===== src/rtl/mem_access_unit_if.sv =====
// Data-memory request/acknowledge bus between the load/store unit and data memory.
interface mem_access_unit_if;
    logic        dmem_req;
    logic        dmem_we;
    logic [31:0] dmem_addr;
    logic [31:0] dmem_wdata;
    logic [3:0]  dmem_be;
    logic        dmem_ack;
    logic [31:0] dmem_rdata;

    modport master (
        output dmem_req, dmem_we, dmem_addr, dmem_wdata, dmem_be,
        input  dmem_ack, dmem_rdata
    );

    modport slave (
        input  dmem_req, dmem_we, dmem_addr, dmem_wdata, dmem_be,
        output dmem_ack, dmem_rdata
    );
endinterface


===== src/rtl/mem_access_unit.sv =====
// MEM-stage load/store unit: one outstanding data-memory transaction, lane steering,
// load alignment/extension, pipeline stall, misalignment and bus-timeout reporting.
module mem_access_unit #(
    parameter int unsigned TIMEOUT_CYCLES = 255
) (
    input  logic        clk,
    input  logic        rst_n,
    input  logic        in_valid,
    input  logic        mem_read,
    input  logic        mem_write,
    input  logic [2:0]  mem_load_type,
    input  logic [1:0]  mem_store_type,
    input  logic [31:0] addr,
    input  logic [31:0] store_data,
    output logic        stall,
    output logic        wb_valid,
    output logic [31:0] load_data,
    output logic        misalign,
    output logic        bus_err,
    mem_access_unit_if.master dmem
);

    typedef enum logic [0:0] {
        S_IDLE   = 1'b0,
        S_ACCESS = 1'b1
    } state_e;

    localparam logic [2:0] LT_LB  = 3'b000;
    localparam logic [2:0] LT_LH  = 3'b001;
    localparam logic [2:0] LT_LW  = 3'b010;
    localparam logic [2:0] LT_LBU = 3'b011;
    localparam logic [2:0] LT_LHU = 3'b100;
    localparam logic [1:0] ST_SB  = 2'b00;
    localparam logic [1:0] ST_SH  = 2'b01;
    localparam logic [1:0] ST_SW  = 2'b10;

    localparam logic [1:0] SZ_BYTE = 2'd0;
    localparam logic [1:0] SZ_HALF = 2'd1;
    localparam logic [1:0] SZ_WORD = 2'd2;
    localparam logic [1:0] SZ_NONE = 2'd3;

    localparam logic [7:0] TIMEOUT_LAST = 8'(TIMEOUT_CYCLES - 32'd1);

    // Access width of the request; SZ_NONE covers DEF and unused type codes.
    function automatic logic [1:0] access_size(input logic rd, input logic [2:0] lt,
                                               input logic [1:0] st);
        logic [1:0] sz;
        if (rd) begin
            case (lt)
                LT_LB, LT_LBU: sz = SZ_BYTE;
                LT_LH, LT_LHU: sz = SZ_HALF;
                LT_LW:         sz = SZ_WORD;
                default:       sz = SZ_NONE;
            endcase
        end else begin
            case (st)
                ST_SB:   sz = SZ_BYTE;
                ST_SH:   sz = SZ_HALF;
                ST_SW:   sz = SZ_WORD;
                default: sz = SZ_NONE;
            endcase
        end
        return sz;
    endfunction

    function automatic logic is_aligned(input logic [1:0] sz, input logic [1:0] off);
        logic ok;
        case (sz)
            SZ_BYTE: ok = 1'b1;
            SZ_HALF: ok = ~off[0];
            SZ_WORD: ok = (off == 2'b00);
            default: ok = 1'b0;
        endcase
        return ok;
    endfunction

    function automatic logic [3:0] byte_enable(input logic [1:0] sz, input logic [1:0] off);
        logic [3:0] be;
        case (sz)
            SZ_BYTE: be = 4'b0001 << off;
            SZ_HALF: be = off[1] ? 4'b1100 : 4'b0011;
            default: be = 4'b1111;
        endcase
        return be;
    endfunction

    function automatic logic [31:0] lane_data(input logic [1:0] sz, input logic [31:0] sd);
        logic [31:0] wd;
        case (sz)
            SZ_BYTE: wd = {4{sd[7:0]}};
            SZ_HALF: wd = {2{sd[15:0]}};
            default: wd = sd;
        endcase
        return wd;
    endfunction

    function automatic logic [31:0] load_extract(input logic [2:0] lt, input logic [1:0] off,
                                                 input logic [31:0] rdata);
        logic [7:0]  byte_v;
        logic [15:0] half_v;
        logic [31:0] res;
        byte_v = rdata[{off, 3'b000} +: 8];
        half_v = off[1] ? rdata[31:16] : rdata[15:0];
        case (lt)
            LT_LB:   res = {{24{byte_v[7]}}, byte_v};
            LT_LBU:  res = {24'd0, byte_v};
            LT_LH:   res = {{16{half_v[15]}}, half_v};
            LT_LHU:  res = {16'd0, half_v};
            default: res = rdata;
        endcase
        return res;
    endfunction

    state_e      state_q, state_d;
    logic [7:0]  wait_cnt_q, wait_cnt_d;
    logic        req_q, req_d;
    logic        we_q, we_d;
    logic [31:0] addr_q, addr_d;
    logic [31:0] wdata_q, wdata_d;
    logic [3:0]  be_q, be_d;
    logic [2:0]  ltype_q, ltype_d;
    logic [1:0]  off_q, off_d;
    logic [31:0] load_data_q, load_data_d;
    logic        wb_valid_q, wb_valid_d;
    logic        misalign_q, misalign_d;
    logic        bus_err_q, bus_err_d;

    logic [1:0]  size_s;
    logic        request_s;
    logic        aligned_s;
    logic        accept_s;
    logic        timeout_hit_s;

    assign size_s        = access_size(mem_read, mem_load_type, mem_store_type);
    assign request_s     = in_valid && (mem_read || mem_write) && (size_s != SZ_NONE);
    assign aligned_s     = is_aligned(size_s, addr[1:0]);
    assign accept_s      = (state_q == S_IDLE) && request_s && aligned_s;
    assign timeout_hit_s = (wait_cnt_q == TIMEOUT_LAST);

    // Stall is gated by rst_n so a held reset never freezes the pipeline.
    assign stall = rst_n && (accept_s ||
                   ((state_q == S_ACCESS) && !dmem.dmem_ack && !timeout_hit_s));

    // Next-state and next-output computation for the transaction FSM.
    always_comb begin
        state_d     = state_q;
        wait_cnt_d  = wait_cnt_q;
        req_d       = req_q;
        we_d        = we_q;
        addr_d      = addr_q;
        wdata_d     = wdata_q;
        be_d        = be_q;
        ltype_d     = ltype_q;
        off_d       = off_q;
        load_data_d = load_data_q;
        wb_valid_d  = 1'b0;
        misalign_d  = 1'b0;
        bus_err_d   = 1'b0;

        case (state_q)
            S_IDLE: begin
                if (accept_s) begin
                    state_d    = S_ACCESS;
                    wait_cnt_d = 8'd0;
                    req_d      = 1'b1;
                    we_d       = !mem_read;
                    addr_d     = {addr[31:2], 2'b00};
                    be_d       = byte_enable(size_s, addr[1:0]);
                    wdata_d    = mem_read ? 32'd0 : lane_data(size_s, store_data);
                    ltype_d    = mem_load_type;
                    off_d      = addr[1:0];
                end else if (request_s) begin
                    misalign_d = 1'b1;
                end else begin
                    misalign_d = 1'b0;
                end
            end
            S_ACCESS: begin
                if (dmem.dmem_ack) begin
                    state_d = S_IDLE;
                    req_d   = 1'b0;
                    if (!we_q) begin
                        load_data_d = load_extract(ltype_q, off_q, dmem.dmem_rdata);
                        wb_valid_d  = 1'b1;
                    end else begin
                        wb_valid_d  = 1'b0;
                    end
                end else if (timeout_hit_s) begin
                    state_d   = S_IDLE;
                    req_d     = 1'b0;
                    bus_err_d = 1'b1;
                end else begin
                    wait_cnt_d = wait_cnt_q + 8'd1;
                end
            end
            default: begin
                state_d = S_IDLE;
                req_d   = 1'b0;
            end
        endcase
    end

    // State and registered-output flops.
    always_ff @(posedge clk or negedge rst_n) begin
        if (!rst_n) begin
            state_q     <= S_IDLE;
            wait_cnt_q  <= 8'd0;
            req_q       <= 1'b0;
            we_q        <= 1'b0;
            addr_q      <= 32'd0;
            wdata_q     <= 32'd0;
            be_q        <= 4'd0;
            ltype_q     <= 3'd0;
            off_q       <= 2'd0;
            load_data_q <= 32'd0;
            wb_valid_q  <= 1'b0;
            misalign_q  <= 1'b0;
            bus_err_q   <= 1'b0;
        end else begin
            state_q     <= state_d;
            wait_cnt_q  <= wait_cnt_d;
            req_q       <= req_d;
            we_q        <= we_d;
            addr_q      <= addr_d;
            wdata_q     <= wdata_d;
            be_q        <= be_d;
            ltype_q     <= ltype_d;
            off_q       <= off_d;
            load_data_q <= load_data_d;
            wb_valid_q  <= wb_valid_d;
            misalign_q  <= misalign_d;
            bus_err_q   <= bus_err_d;
        end
    end

    assign dmem.dmem_req   = req_q;
    assign dmem.dmem_we    = we_q;
    assign dmem.dmem_addr  = addr_q;
    assign dmem.dmem_wdata = wdata_q;
    assign dmem.dmem_be    = be_q;
    assign load_data       = load_data_q;
    assign wb_valid        = wb_valid_q;
    assign misalign        = misalign_q;
    assign bus_err         = bus_err_q;

endmodule


===== src/flat_wrapper.sv =====
// flat-port wrapper written by rule: the top's interface ports become plain ports
module mem_access_unit_flat 
#(
    parameter int unsigned TIMEOUT_CYCLES = 255
)
  (clk, rst_n, in_valid, mem_read, mem_write, mem_load_type, mem_store_type, addr, store_data, stall, wb_valid, load_data, misalign, bus_err, dmem_dmem_req, dmem_dmem_we, dmem_dmem_addr, dmem_dmem_wdata, dmem_dmem_be, dmem_dmem_ack, dmem_dmem_rdata);
  mem_access_unit_if dmem_i ();
  input  logic clk;
  input  logic rst_n;
  input  logic in_valid;
  input  logic mem_read;
  input  logic mem_write;
  input  logic [2:0] mem_load_type;
  input  logic [1:0] mem_store_type;
  input  logic [31:0] addr;
  input  logic [31:0] store_data;
  output logic stall;
  output logic wb_valid;
  output logic [31:0] load_data;
  output logic misalign;
  output logic bus_err;
  output wire logic [$bits(dmem_i.dmem_req)-1:0] dmem_dmem_req;
  output wire logic [$bits(dmem_i.dmem_we)-1:0] dmem_dmem_we;
  output wire logic [$bits(dmem_i.dmem_addr)-1:0] dmem_dmem_addr;
  output wire logic [$bits(dmem_i.dmem_wdata)-1:0] dmem_dmem_wdata;
  output wire logic [$bits(dmem_i.dmem_be)-1:0] dmem_dmem_be;
  input wire logic [$bits(dmem_i.dmem_ack)-1:0] dmem_dmem_ack;
  input wire logic [$bits(dmem_i.dmem_rdata)-1:0] dmem_dmem_rdata;
  assign dmem_dmem_req = dmem_i.dmem_req;
  assign dmem_dmem_we = dmem_i.dmem_we;
  assign dmem_dmem_addr = dmem_i.dmem_addr;
  assign dmem_dmem_wdata = dmem_i.dmem_wdata;
  assign dmem_dmem_be = dmem_i.dmem_be;
  assign dmem_i.dmem_ack = dmem_dmem_ack;
  assign dmem_i.dmem_rdata = dmem_dmem_rdata;
  mem_access_unit #(.TIMEOUT_CYCLES(TIMEOUT_CYCLES)) u_core (.clk(clk), .rst_n(rst_n), .in_valid(in_valid), .mem_read(mem_read), .mem_write(mem_write), .mem_load_type(mem_load_type), .mem_store_type(mem_store_type), .addr(addr), .store_data(store_data), .stall(stall), .wb_valid(wb_valid), .load_data(load_data), .misalign(misalign), .bus_err(bus_err), .dmem(dmem_i));
endmodule

===== config.mk =====
export PLATFORM = sky130hd
export DESIGN_NAME = mem_access_unit_flat
export DESIGN_NICKNAME = d
export VERILOG_FILES = /design/src/rtl/mem_access_unit_if.sv /design/src/rtl/mem_access_unit.sv /design/src/flat_wrapper.sv
export SDC_FILE = /design/constraint.sdc
export NUM_CORES = 1
export LEC_CHECK = 0
export ABC_AREA = 0
export ABC_CLOCK_PERIOD_IN_PS = 2310
export CORE_MARGIN = 5
export CORE_UTILIZATION = 46
export CTS_BUF_LIST = sky130_fd_sc_hd__clkbuf_4 sky130_fd_sc_hd__clkbuf_8 sky130_fd_sc_hd__clkbuf_16
export DETAILED_ROUTE_END_ITERATION = 10
export GPL_ROUTABILITY_DRIVEN = 0
export PLACE_DENSITY = 0.81
export SYNTH_ARGS = -nofsm -noshare
export SYNTH_HDL_FRONTEND = slang
export SYNTH_SLANG_ARGS = --single-unit

===== constraint.sdc =====
create_clock -name clk -period 2.31 [get_ports clk]
set_clock_uncertainty 0.05 [all_clocks]
set_input_delay 0.231 -clock clk [delete_from_list [all_inputs] [get_ports clk]]
set_output_delay 0.231 -clock clk [all_outputs]
set_load 0.01 [all_outputs]

==> out/summary.md, run 1 <==
In the global route stage, overall resource usage came out at 24.20%. The logs give 0 for the number of nets with antenna violations after detailed routing and 2030 ps for the critical path data required time. The sequential-to-total area share from yosys stat is 48.25%. The most critical setup path has its startpoint at u_core.wait_cnt_q[0]$_DFFE_PN0P_. The run gives 0.01559 mm^2 as the die area. In the finished design, the share of the clock period the worst path needs comes to 94.47%. The static leakage power is 0.003817 uW. The run gives 42 as the number of core rows. Type of the tightest min-delay check: input port to register. Across the VDD grid, the largest voltage drop is 0.5405 mV. The share of async-settable or async-resettable flops after synthesis is 100.0%, and the height of the die is 124.9 um. The logs give 0 for the final hold violation count and 0 for the total of warnings raised by yosys. The tools report the area of the core as 0.01309 mm^2.

Summed over all instances, the cell type with the most area after synthesis is sky130_fd_sc_hd__dfrtp_1. The first routing iteration left 463 violations. Overall power consumption after layout is estimated at 9381 uW.

The total overflow left after global routing is 0. The combined flip-flop and latch cell area was 0.002928 mm^2; the mean instance size in the synthesized netlist was 10.18 um^2. The later pin in the worst-skew pair is clocked with a latency of 400 ps. After synthesis, the most frequently instantiated cells are sky130_fd_sc_hd__dfrtp_1, sky130_fd_sc_hd__a21oi_1, sky130_fd_sc_hd__nor2_1, sky130_fd_sc_hd__o21ai_0, sky130_fd_sc_hd__nand2_1.

Of the total power, the share spent switching nets is 32.11%. Dividing the detail-routed wire length by the instance count gives 18.78 um. Dividing the detail-routed via count by the number of cells gives 5.679.

Setup repair after global routing left no endpoint under its margin. The critical path in this run is classified as register to primary output. Per report_power, the sequential group accounts for 33.9% of the total. The logs give 6368 uW for the internal power and 213 for the I/O pin count. The clock-pin slew reported for the worst setup and hold paths after clock tree synthesis came out at 50 ps. For this run, design rule violations remaining after detail routing come to 0. Launching element type of the critical path: a register. The tools report the filler cell count as 950. Summing over every cut layer, the via total after detailed routing is 5,793. Counting every instance in the synthesized netlist gives 596.

Origin of the critical flop-to-flop path: u_core.ltype_q[0]$_DFFE_PN0P_. The run gives 943 as the net count of the finished layout. The endpoint identified for the worst register-to-register timing path is u_core.load_data[0]$_DFFE_PN0P_.

In this run the number of H-tree levels came out at 4. The wire length of the first global-routing pass was 30.72 mm; the data arrival time of the worst path was 1900 ps. The setup slack of the critical path after layout was 127.8 ps; the area share of the leading cell type in the synthesized netlist was 48.25%.

Buffers placed on the I/O ports in this run total 210. Following the worst setup path forward leads to its endpoint at stall. CTS placed an instance of sky130_fd_sc_hd__clkbuf_16 at the clock tree root. Count of flip-flops with a built-in enable after synthesis: 0.

The via count of the first global-routing pass is 6,087. The slowest stage of the critical path belongs to the cell sky130_fd_sc_hd__dfrtp_1. The flow ran to the end, and the final reports show no timing, DRC or antenna violations. After detailed routing, the total wire length is 19.16 mm. The number of distinct standard cells referenced by the synthesized netlist was 66. In this design, the stage delay of the slowest critical-path cell is 380 ps. The register bit total from synthesis was 117. The run gives 5 as the count of TritonRoute iterations in the first routing pass. In this run the deepest clock path goes through 2 buffers. Max-cap violations in this run came to 0. In the final layout, the share of cells above drive strength 1 is 12.56%. The number of clock buffers added by TritonCTS is 17. Yosys instantiated no cell more often than sky130_fd_sc_hd__dfrtp_1.

Of all nets on the critical path, the largest fanout is 5. The number of antenna violations at the first check in global routing is 0. The final count of negative-setup-slack endpoints was 0. For this run, the top clock speed supported by timing is 458.2 MHz. Once detailed placement completed, the half-perimeter wirelength came to 14.38 mm. Compared with the post-synthesis result, the final layout area differs by 51.59%. TritonCTS built the clock tree. The cell depth of the worst hold path came out at 2. The multi-input combinational cells in the finished layout cover a total of 0.002909 mm^2.

The initial utilization of the core area, before any placement, comes to 46.38%. Total power density per cell area: 1020 mW/mm^2. The path depth of the worst reg2reg path works out to 6.

The kind of capture point of the worst setup path was a primary output. The switching power summed over all nets was 3013 uW; the worst hold slack was 300.2 ps. The count of final max-slew check failures was 0.

In this run the tightest slew margin relative to its limit is 60.34%. The signal on the critical path passes through inv_1, ha_1, nand2_1, or2_4, o21ai_4, o21ai_2, and2_1, clkbuf_2. The measured slew at the worst slew-check pin was 594.9 ps. The post-placement worst setup slack is -421.5 ps, and the maximum number of pins on one net before global-route repair is 118. The repair_antennas step left the layout with diodes totalling 0. By area the synthesized netlist is led by sky130_fd_sc_hd__dfrtp_1, sky130_fd_sc_hd__mux2_1, sky130_fd_sc_hd__a21oi_1.

The synthesized netlist occupies a cell area of 0.006068 mm^2. The final critical path time including I/O delays and setup is 2182 ps. The clock net in this run drives a total of 117 sinks. Combinational logic is responsible for 39.4% of the overall power. The horizontal extent of the die is 124.9 um. The post-layout utilization of the core was 70.30%; the fraction of power consumed by the clock network was 26.7%. Most common flop cell mapped by yosys: sky130_fd_sc_hd__dfrtp_1. Internal reg-to-reg setup slack: 370 ps.
## what timing repair did
item,4_1_cts,5_1_grt
hold endpoints to repair,117,0
pin swaps,1,0
setup endpoints to repair,1,1
gates resized for setup,10,1
hold buffers,1,0
setup buffers,1,0
## logic make-up (layout without fill, tap and decap cells)
logic type | Yosys count | count (layout) | synth area share, %
AO/OA/AOI/OAI | 207 | 207 | 22.99
AND/OR/NAND/NOR | 138 | 138 | 11.01
flip-flops | 117 | 117 | 48.25
multiplexers | 64 | 64 | 11.63
buffers and inverters | 58 | 305 | 4.351
XOR/XNOR | 9 | 9 | 1.299
adder cells (fa/ha/maj) | 2 | 2 | 0.4123
other | 1 | 2 | 0.06180
## metal layers
metal,vias up,wire (um),GRT usage (%)
met2,309,9357,40.55
met5,-,0,0
li1,2671,-,-
met3,33,1889,8.062
met1,2780,7528,28.99
met4,0,381,9.056
## placed cells by master (no fill, tap or decap), types with 9 or more instances in the layout
master | netlist | routed
sky130_fd_sc_hd__mux2_1 | 29 | 29
sky130_fd_sc_hd__nand2_1 | 35 | 35
sky130_fd_sc_hd__nand3_1 | 9 | 9
sky130_fd_sc_hd__nand2b_1 | 13 | 13
sky130_fd_sc_hd__clkbuf_16 | 0 | 17
sky130_fd_sc_hd__o31ai_1 | 16 | 16
sky130_fd_sc_hd__dfrtp_1 | 117 | 117
sky130_fd_sc_hd__clkdlybuf4s50_1 | 0 | 206
sky130_fd_sc_hd__mux2_2 | 9 | 9
sky130_fd_sc_hd__mux2i_1 | 24 | 24
sky130_fd_sc_hd__nor2b_1 | 12 | 12
sky130_fd_sc_hd__a22o_1 | 14 | 14
sky130_fd_sc_hd__inv_1 | 14 | 14
sky130_fd_sc_hd__o21ai_0 | 44 | 43
sky130_fd_sc_hd__a21oi_1 | 57 | 57
sky130_fd_sc_hd__nor2_1 | 44 | 43
sky130_fd_sc_hd__a221oi_1 | 9 | 9
sky130_fd_sc_hd__o21ai_1 | 11 | 9
sky130_fd_sc_hd__buf_4 | 5 | 46
## power groups by stage
stage	registers [uW]	logic (uW)	clock network (uW)
finish	3180	3700	2500
global route	3280	3980	2640
CTS	3180	3710	2540
detailed placement	3210	3690	0
global placement	3170	3580	0
floorplan	3360	1470	0
## area by class of cell
cell class / count / area share [%]
clock buffer: 20 / 4.937
clock inverter: 9 / 1.170
inverter: 16 / 0.6529
multi-input combinational: 422 / 31.62
sequential: 117 / 31.83
tap: 176 / 2.394
timing repair buffer: 260 / 27.39
## worst max-delay path, delay by kind of cell (launching register included)
family	cells	cell delay [ps]
AOI/OAI and AO/OA	2	290
adders and majority gates	1	130
buffers and inverters	2	190
DFF	1	380
and+or+nand+nor	3	510
## sequential cells by signal, summed over array words and instances (netlist names)
signal                  count
u_core.dmem.dmem_we         1
u_core.wait_cnt_q           8
u_core.state_q              1
u_core.dmem.dmem_req        1
u_core.misalign             1
u_core.dmem.dmem_be         4
u_core.off_q                2
u_core.dmem.dmem_wdata     32
u_core.dmem.dmem_addr      30
u_core.load_data           32
u_core.bus_err              1
u_core.wb_valid             1
u_core.ltype_q              3
## stage by stage
stage	setup TNS, ps	instance area, um^2	std cells
after floorplan	0	6072	597
after global placement	-8416	8607	989
after detailed placement	-12000	8607	989
after CTS	0	9204	1020
after global routing	0	9199	1020
final	0	9199	1020
## how the worst min path moves through the flow
stage | start | to | slack (ps)
after floorplan | rst_n | u_core.bus_err$_DFF_PN0_ | -110
after global placement | rst_n | u_core.dmem.dmem_addr[19]$_DFFE_PN0P_ | 340
after detailed placement | rst_n | u_core.dmem.dmem_addr[16]$_DFFE_PN0P_ | 350
after CTS | mem_load_type[2] | u_core.ltype_q[2]$_DFFE_PN0P_ | 290
after global routing | mem_load_type[2] | u_core.ltype_q[2]$_DFFE_PN0P_ | 300
final | mem_load_type[2] | u_core.ltype_q[2]$_DFFE_PN0P_ | 300
(Power assumes the default switching activity.)
==> inputs of run 2 (changes only) <==
Settings changed: ABC_CLOCK_PERIOD_IN_PS 2310 to 2250, CAP_MARGIN from default to 10.
Clock period 2.31 ns to 2.25 ns, I/O delays scaled along.
==> run 2 against run 1 <==
Clock power increased by 19%. Flip-flop and latch count unchanged. Sequential share of layout area is 0.33 points lower. Register-to-register slack worse by 150 ps. Setup slack got worse by 38 ps. Critical path depth did not move. Total power increased by 7.2%. Global-route usage grew 0.36 points. Final area up 1.0%. Non-clock buffer count increased by 2. Highest routed layer unchanged. First-iteration DRC count rose by 1.9%. Combinational power grew 3%.
==> out/summary.md, run 2 (synthesized netlist as in run 1, its figures left out) <==
STA classifies the critical path endpoint as a primary output. The logs give 0 (unchanged) for the count of max-cap constraint violations and 1980 ps (-50 ps) for the critical path data required time. The worst register-to-register path begins at u_core.off_q[0]$_DFFE_PN0P_.

The tools report the number of core rows as 42 (unchanged). The final critical path time including I/O delays and setup works out to 2160 ps. The tree is rooted in a sky130_fd_sc_hd__clkbuf_16.

The number of clock sinks is 117 (unchanged). The net count of the finished layout is 945 (+0.21%). In the finished design, the share of the clock period the worst path needs comes to 96.00%. The number of antenna violations at the first check in global routing was 0 (unchanged); the number of cells on the critical path was 8 (unchanged). The tools report the die area as 0.01559 mm^2 (unchanged). The worst ir drop on vdd is 0.5595 mV (+3.5%).

Capturing point of the worst reg2reg path: u_core.load_data[27]$_DFFE_PN0P_. The logs give 0.01309 mm^2 (unchanged) for the area of the core and 57.13% (-3.2 points) for the headroom to the max-slew limit. CTS H-tree depth: 4 (unchanged). The type of the tightest min-delay check is input port to register.

The data arrival time of the worst path was 1880 ps (-20 ps); the worst hold slack was 301.4 ps (+1.210 ps). The run gives 0 (unchanged) as the count of final max-slew check failures. The DRC violation total after the first TritonRoute iteration is 472 (+1.9%). Via density per instance: 5.765 (+1.5%). The height of the die works out to 124.9 um (unchanged). The launching element type of the critical path was a register.

Count of buffers from port buffering: 210 (unchanged). The remaining routing DRC violations was 0 (unchanged); the number of buffers created by CTS was 17 (unchanged). The maximum buffer depth of the clock tree was 2 (unchanged). The run gives 220 ps (-150 ps) as the internal reg-to-reg setup slack. The kind of cell with the highest combined delay along the critical path is simple AND/OR/NAND/NOR gates.

For the filler cell count, the log shows 916 (-3.6%). Cell depth of the worst hold path: 2 (unchanged). Highest cell delay on the worst timing path: 380 ps (about the same).

Relative to the synthesized area, the layout overhead comes to 53.18%. The static leakage power was 0.003864 uW (+1.2%); the area of the multi-input gates was 0.002899 mm^2 (-0.34%). The measured slew at the worst slew-check pin works out to 642.4 ps (+47.46 ps). The logs give 0.002928 mm^2 (unchanged) for the combined flip-flop and latch cell area and 71.04% (+0.74 points) for the post-layout utilization of the core. The horizontal extent of the die was 124.9 um (unchanged).

The global-route congestion overflow total was 0 (unchanged). For the final wirelength, the log shows 19.29 mm (+0.69%). TritonCTS built the clock tree.

The clock-pin slew reported for the worst setup and hold paths after clock tree synthesis works out to 50 ps (about the same). The most numerous cell type found on the critical path is sky130_fd_sc_hd__o21ai_2. Total vias in the final route: 5,909 (+2.0%). The tools report the count of TritonRoute iterations in the first routing pass as 5 (unchanged). Leaving out fill and tap cells, the most frequent cells in the layout are sky130_fd_sc_hd__clkdlybuf4s50_1, sky130_fd_sc_hd__dfrtp_1, sky130_fd_sc_hd__a21oi_1. The final design area excluding fillers is 0.009295 mm^2 (+1.0%).

The routed wirelength normalized by instance count works out to 18.82 um (+0.20%). Based on the critical path, the design can be clocked at up to 463.0 MHz. The final count of negative-setup-slack endpoints is 0 (unchanged). The tools report the maximum number of pins on one net before global-route repair as 118 (unchanged).

The total power density per cell area was 1082 mW/mm^2 (+6.1%). The number of antenna repair diodes is 0 (unchanged), and the count of buffer and inverter cells on the critical path is 2 (unchanged). For the placed cell area, the log shows 0.008607 mm^2 (unchanged). For the clock insertion delay at the later pin of the skew report, the log shows 410 ps (about the same).

For the wire length of the first global-routing pass, the log shows 31.34 mm (+2.0%). The HPWL after detailed placement was 14.29 mm (-0.62%). The number of nets with antenna violations after detailed routing is 0 (unchanged). The largest fanout on the critical path was 3 (-2). Leaving out fill and tap cells, the most frequent cell in the layout is sky130_fd_sc_hd__clkdlybuf4s50_1. Final hold violation count: 0 (unchanged). The critical path goes through inv_1, ha_1, nand2_1, or2_1, o21ai_2, o21ai_2, and2_1, buf_2.

The via count of the first global-routing pass was 6,140 (+0.87%). The initial core utilization was 46.38% (unchanged). The worst setup path is of the register to primary output kind. The slowest stage of the critical path is the sky130_fd_sc_hd__dfrtp_1 cell. The I/O pin count came out at 213 (unchanged). The path depth of the worst reg2reg path was 5 (-1). Fraction of final layout cells with drive strength greater than 1: 12.96% (+0.40 points). Startpoint of the tightest hold check path: mem_load_type[2]. The flow ran to the end, and the final reports show no timing, DRC or antenna violations. The path with the worst hold slack has its endpoint at u_core.ltype_q[2]$_DFFE_PN0P_.

Combined global-route utilization of all metal layers: 24.56% (+0.36 points).
==> run 2: cell count changes in the layout (fill, tap and decap cells not counted), sizes merged, moves of 2 or more <==
cell    change
buf         +3
bufinv      +3
clkinv      -3
inv         +2
==> run 2: worst max-delay path by stage <==
stage | from | end | slack [ps]
2_1_floorplan | mem_read | u_core.dmem.dmem_addr[30]$_DFFE_PN0P_ | 380
3_3_place_gp | mem_read | stall | -410
3_5_place_dp | mem_read | stall | -460
4_1_cts | u_core.wait_cnt_q[0]$_DFFE_PN0P_ | stall | 50
5_1_grt | u_core.wait_cnt_q[0]$_DFFE_PN0P_ | stall | -20
6_report | u_core.wait_cnt_q[0]$_DFFE_PN0P_ | stall | 90
==> run 2: report_power, final <==
group	switching, uW	internal, uW	total, uW	leakage, uW
Combinational	1720	2090	3810	0.00211
Clock	964	2020	2980	0.000314
Sequential	475	2790	3260	0.00144
==> run 2: final cells by class <==
class                           instances  area share (%)
Tap cell                              176           2.369
Timing Repair Buffer                  262           27.26
Clock inverter                         12           2.154
Multi-Input combinational cell        422           31.19
Inverter                               16          0.6461
Sequential cell                       117           31.50
Clock buffer                           20           4.886
==> run 2: what timing repair did <==
item,CTS,global route
resized for setup,11,0
gates cloned,0,0
hold buffers,1,0
hold endpoints to repair,117,0
buffers inserted,2,1
pin swaps,2,2
endpoints found under the setup margin,1,1
==> run 2: worst register-to-register path: stages (launching register included) <==
cell and delay (ps):
sky130_fd_sc_hd__dfrtp_1 540, sky130_fd_sc_hd__mux4_2 390, sky130_fd_sc_hd__nor2_1 130, sky130_fd_sc_hd__a2111oi_2 70
sky130_fd_sc_hd__nor2_2 530, sky130_fd_sc_hd__a21oi_1 160
==> run 2: metrics by stage <==
step / setup TNS, ps / instances / power, uW / setup WS, ps
floorplan: 0 / 597 / 4957 / 378.4
global placement: -10860 / 989 / 6926 / -411.2
detailed placement: -15440 / 989 / 7068 / -460.0
CTS: 0 / 1024 / 10110 / 49.45
global route: -15.64 / 1025 / 10600 / -15.64
finish: 0 / 1025 / 10050 / 90.01
==> run 2: routing by layer <==
metal	share of wire (%)	vias to the layer above	GRT usage [%]
li1	-	2676	-
met1	39	2837	30.10
met2	47	347	39.89
met3	11	49	8.405
met4	3.0	0	9.885
met5	0	-	0
==> inputs of run 3 (changes only) <==
Settings changed: ABC_CLOCK_PERIOD_IN_PS 2250 to 2200.
Clock period 2.25 ns to 2.2 ns, I/O delays scaled along.
==> run 3 against run 2 <==
Final cell count grew 0.29%. Non-clock buffer count grew 4. Flip-flop and latch count is the same. Critical path type unchanged.
==> out/summary.md, run 3 (synthesized netlist as in run 1, its figures left out) <==
The run finished with clean final reports. The logs give 117 (unchanged) for the number of clock sinks and 0.01309 mm^2 (unchanged) for the area of the core. The most frequent standard cell in the layout excluding fill and tap cells was sky130_fd_sc_hd__clkdlybuf4s50_1.

The headroom to the max-slew limit was 60.03% (+2.9 points). The fraction of final layout cells with drive strength greater than 1 works out to 13.38% (+0.42 points). Measured slew at the worst slew-check pin: 598.3 ps (-44.10 ps). Setup slack of the critical path after layout: 92.89 ps (+2.883 ps). The number of buffers created by CTS is 17 (unchanged).

The run gives 42 (unchanged) as the number of core rows. The layer with the highest usage was met2. The static leakage power was 0.003861 uW (-0.10%); the maximum buffer depth of the clock tree was 2 (unchanged).

The tools report the clock insertion delay at the later pin of the skew report as 410 ps (about the same). For the filler cell count, the log shows 894 (-2.4%). The run gives 274.5 ps (-26.85 ps) as the worst hold slack. The final critical path takes up 95.78% of the cycle. The logs give 0 (unchanged) for the count of max-cap constraint violations and 0.008637 mm^2 (+0.35%) for the placed cell area.

The maximum number of pins on one net before global-route repair came out at 118 (unchanged). The internal reg-to-reg setup slack was 230 ps (about the same); the via count of the first global-routing pass was 5,972 (-2.7%). Final hold violation count: 0 (unchanged). The tools report the launching element type of the critical path as a register. Data arrival time of the worst path: 1840 ps (-40 ps). The run gives 30.16% (+0.061 points) as the met1 usage.

The net count of the finished layout is 949 (+0.42%), and the I/O pin count is 213 (unchanged). Initial core utilization: 46.38% (unchanged). The count of TritonRoute iterations in the first routing pass is 5 (unchanged), and the global-route congestion overflow total is 0 (unchanged). Type of the tightest min-delay check: input port to register. The tools report the CTS H-tree depth as 4 (unchanged). For the critical path data required time, the log shows 1930 ps (-50 ps). Horizontal extent of the die: 124.9 um (unchanged). The DRC violation total after the first TritonRoute iteration came out at 419 (-11%). The met2 usage was 40.43% (+0.54 points); the routed wirelength normalized by instance count was 18.43 um (-2.1%). The logs give 0.009265 mm^2 (-0.32%) for the final design area excluding fillers and 18.94 mm (-1.8%) for the final wirelength.

The tools report the post-layout utilization of the core as 70.81% (-0.23 points). The total vias in the final route came out at 5,837 (-1.2%). The post-synthesis to final-layout area growth is 52.68%, and the count of final max-slew check failures is 0 (unchanged). The height of the die works out to 124.9 um (unchanged). The count of buffers from port buffering was 210 (unchanged). The number of antenna repair diodes was 0 (unchanged). Number of antenna violations at the first check in global routing: 0 (unchanged).

Post-placement worst setup slack: -516.0 ps (-56.01 ps). The die area was 0.01559 mm^2 (unchanged); the final count of negative-setup-slack endpoints was 0 (unchanged). The run gives 0 (unchanged) as the number of nets with antenna violations after detailed routing.

The logs give 30.85 mm (-1.6%) for the wire length of the first global-routing pass and 7.847% (-0.56 points) for the global routing usage on met3. The instance count after placement with tap cells included is 993 (+0.40%), and the largest fanout on the critical path is 4 (+1). For the area of the multi-input gates, the log shows 0.002914 mm^2 (+0.52%). The clock-pin slew reported for the worst setup and hold paths after clock tree synthesis came out at 50 ps (about the same).

Setup repair after global routing could not meet its margin everywhere. The top cell types in the final layout, fill and taps aside, are sky130_fd_sc_hd__clkdlybuf4s50_1, sky130_fd_sc_hd__dfrtp_1, sky130_fd_sc_hd__a21oi_1. The total power density per cell area is 1068 mW/mm^2 (-1.2%), and the remaining routing DRC violations is 0 (unchanged).

Static timing analysis puts the maximum clock frequency at 474.6 MHz. TritonCTS built the clock tree. The final critical path time including I/O delays and setup is 2107 ps, and the worst ir drop on vdd is 0.5068 mV (-9.4%).

Combined flip-flop and latch cell area: 0.002928 mm^2 (unchanged). Category of the critical setup timing path: register to primary output. The logs give 1,028 (+0.29%) for the number of standard cells in the final layout excluding fillers and 13.76 mm (-3.7%) for the HPWL after detailed placement. The tools report the clock root buffer as sky130_fd_sc_hd__clkbuf_16. The via density per instance is 5.678 (-1.5%), and the combined global-route utilization of all metal layers is 24.32% (-0.24 points).

The worst setup path is captured at a primary output.
==> run 3: cell type report <==
cell class / instances / share of cell area (%)
multi-input cells: 422 / 31.45
well taps: 176 / 2.377
clock buffers: 22 / 5.132
clock inverters: 9 / 1.121
flip-flops and latches: 117 / 31.60
inverters: 16 / 0.6482
repair buffers: 266 / 27.67
==> run 3: worst paths after layout <==
check                                                            from                                     to  cells after the start
worst min register to register  u_core.dmem.dmem_addr[19]$_DFFE_PN0P_  u_core.dmem.dmem_addr[19]$_DFFE_PN0P_                      1
worst max register to register            u_core.off_q[1]$_DFFE_PN0P_        u_core.load_data[5]$_DFFE_PN0P_                      5
max in group asynchronous                                       rst_n       u_core.load_data[16]$_DFFE_PN0P_                      3
min in group asynchronous                                       rst_n  u_core.dmem.dmem_addr[14]$_DFFE_PN0P_                      3
worst max-delay path                 u_core.wait_cnt_q[4]$_DFFE_PN0P_                                  stall                      6
worst min-delay path                                 mem_load_type[2]          u_core.ltype_q[2]$_DFFE_PN0P_                      2
==> run 3: power by group <==
| group | internal [uW] | leakage [uW] | switching [uW] |
|---|---|---|---|
| clock | 1750 | 0.000286 | 934 |
| sequential | 2850 | 0.00144 | 466 |
| combinational | 2150 | 0.00213 | 1750 |
| total | 6740 | 0.00386 | 3150 |
==> run 3: repair_timing <==
action	4_1_cts	5_1_grt
gates resized for setup	10	4
setup buffers	2	1
hold buffers	1	0
pin swaps	2	3
setup endpoints to repair	1	8
hold endpoints to repair	117	0
==> run 3: critical path, stage by stage, from the launching register on <==
cell and delay, ps:
sky130_fd_sc_hd__dfrtp_1 410, sky130_fd_sc_hd__nand4_1 180, sky130_fd_sc_hd__or2_4 300, sky130_fd_sc_hd__o21ai_4 160, sky130_fd_sc_hd__o21ai_2 90, sky130_fd_sc_hd__and2_1 150, sky130_fd_sc_hd__buf_2 140
==> run 3: metrics by stage <==
stage | total power [uW] | setup TNS (ps)
after global placement | 7087 | -11320
after CTS | 9950 | 0
after detailed placement | 7214 | -16410
after global routing | 10460 | 0
after floorplan | 5070 | 0
final | 9898 | 0
==> run 3: per-layer routing <==
layer  wire length (um)  vias to the layer above
met4                387                        0
li1                   -                     2696
met3               1651                       36
met5                  0                        -
met2               9065                      292
met1               7836                     2813
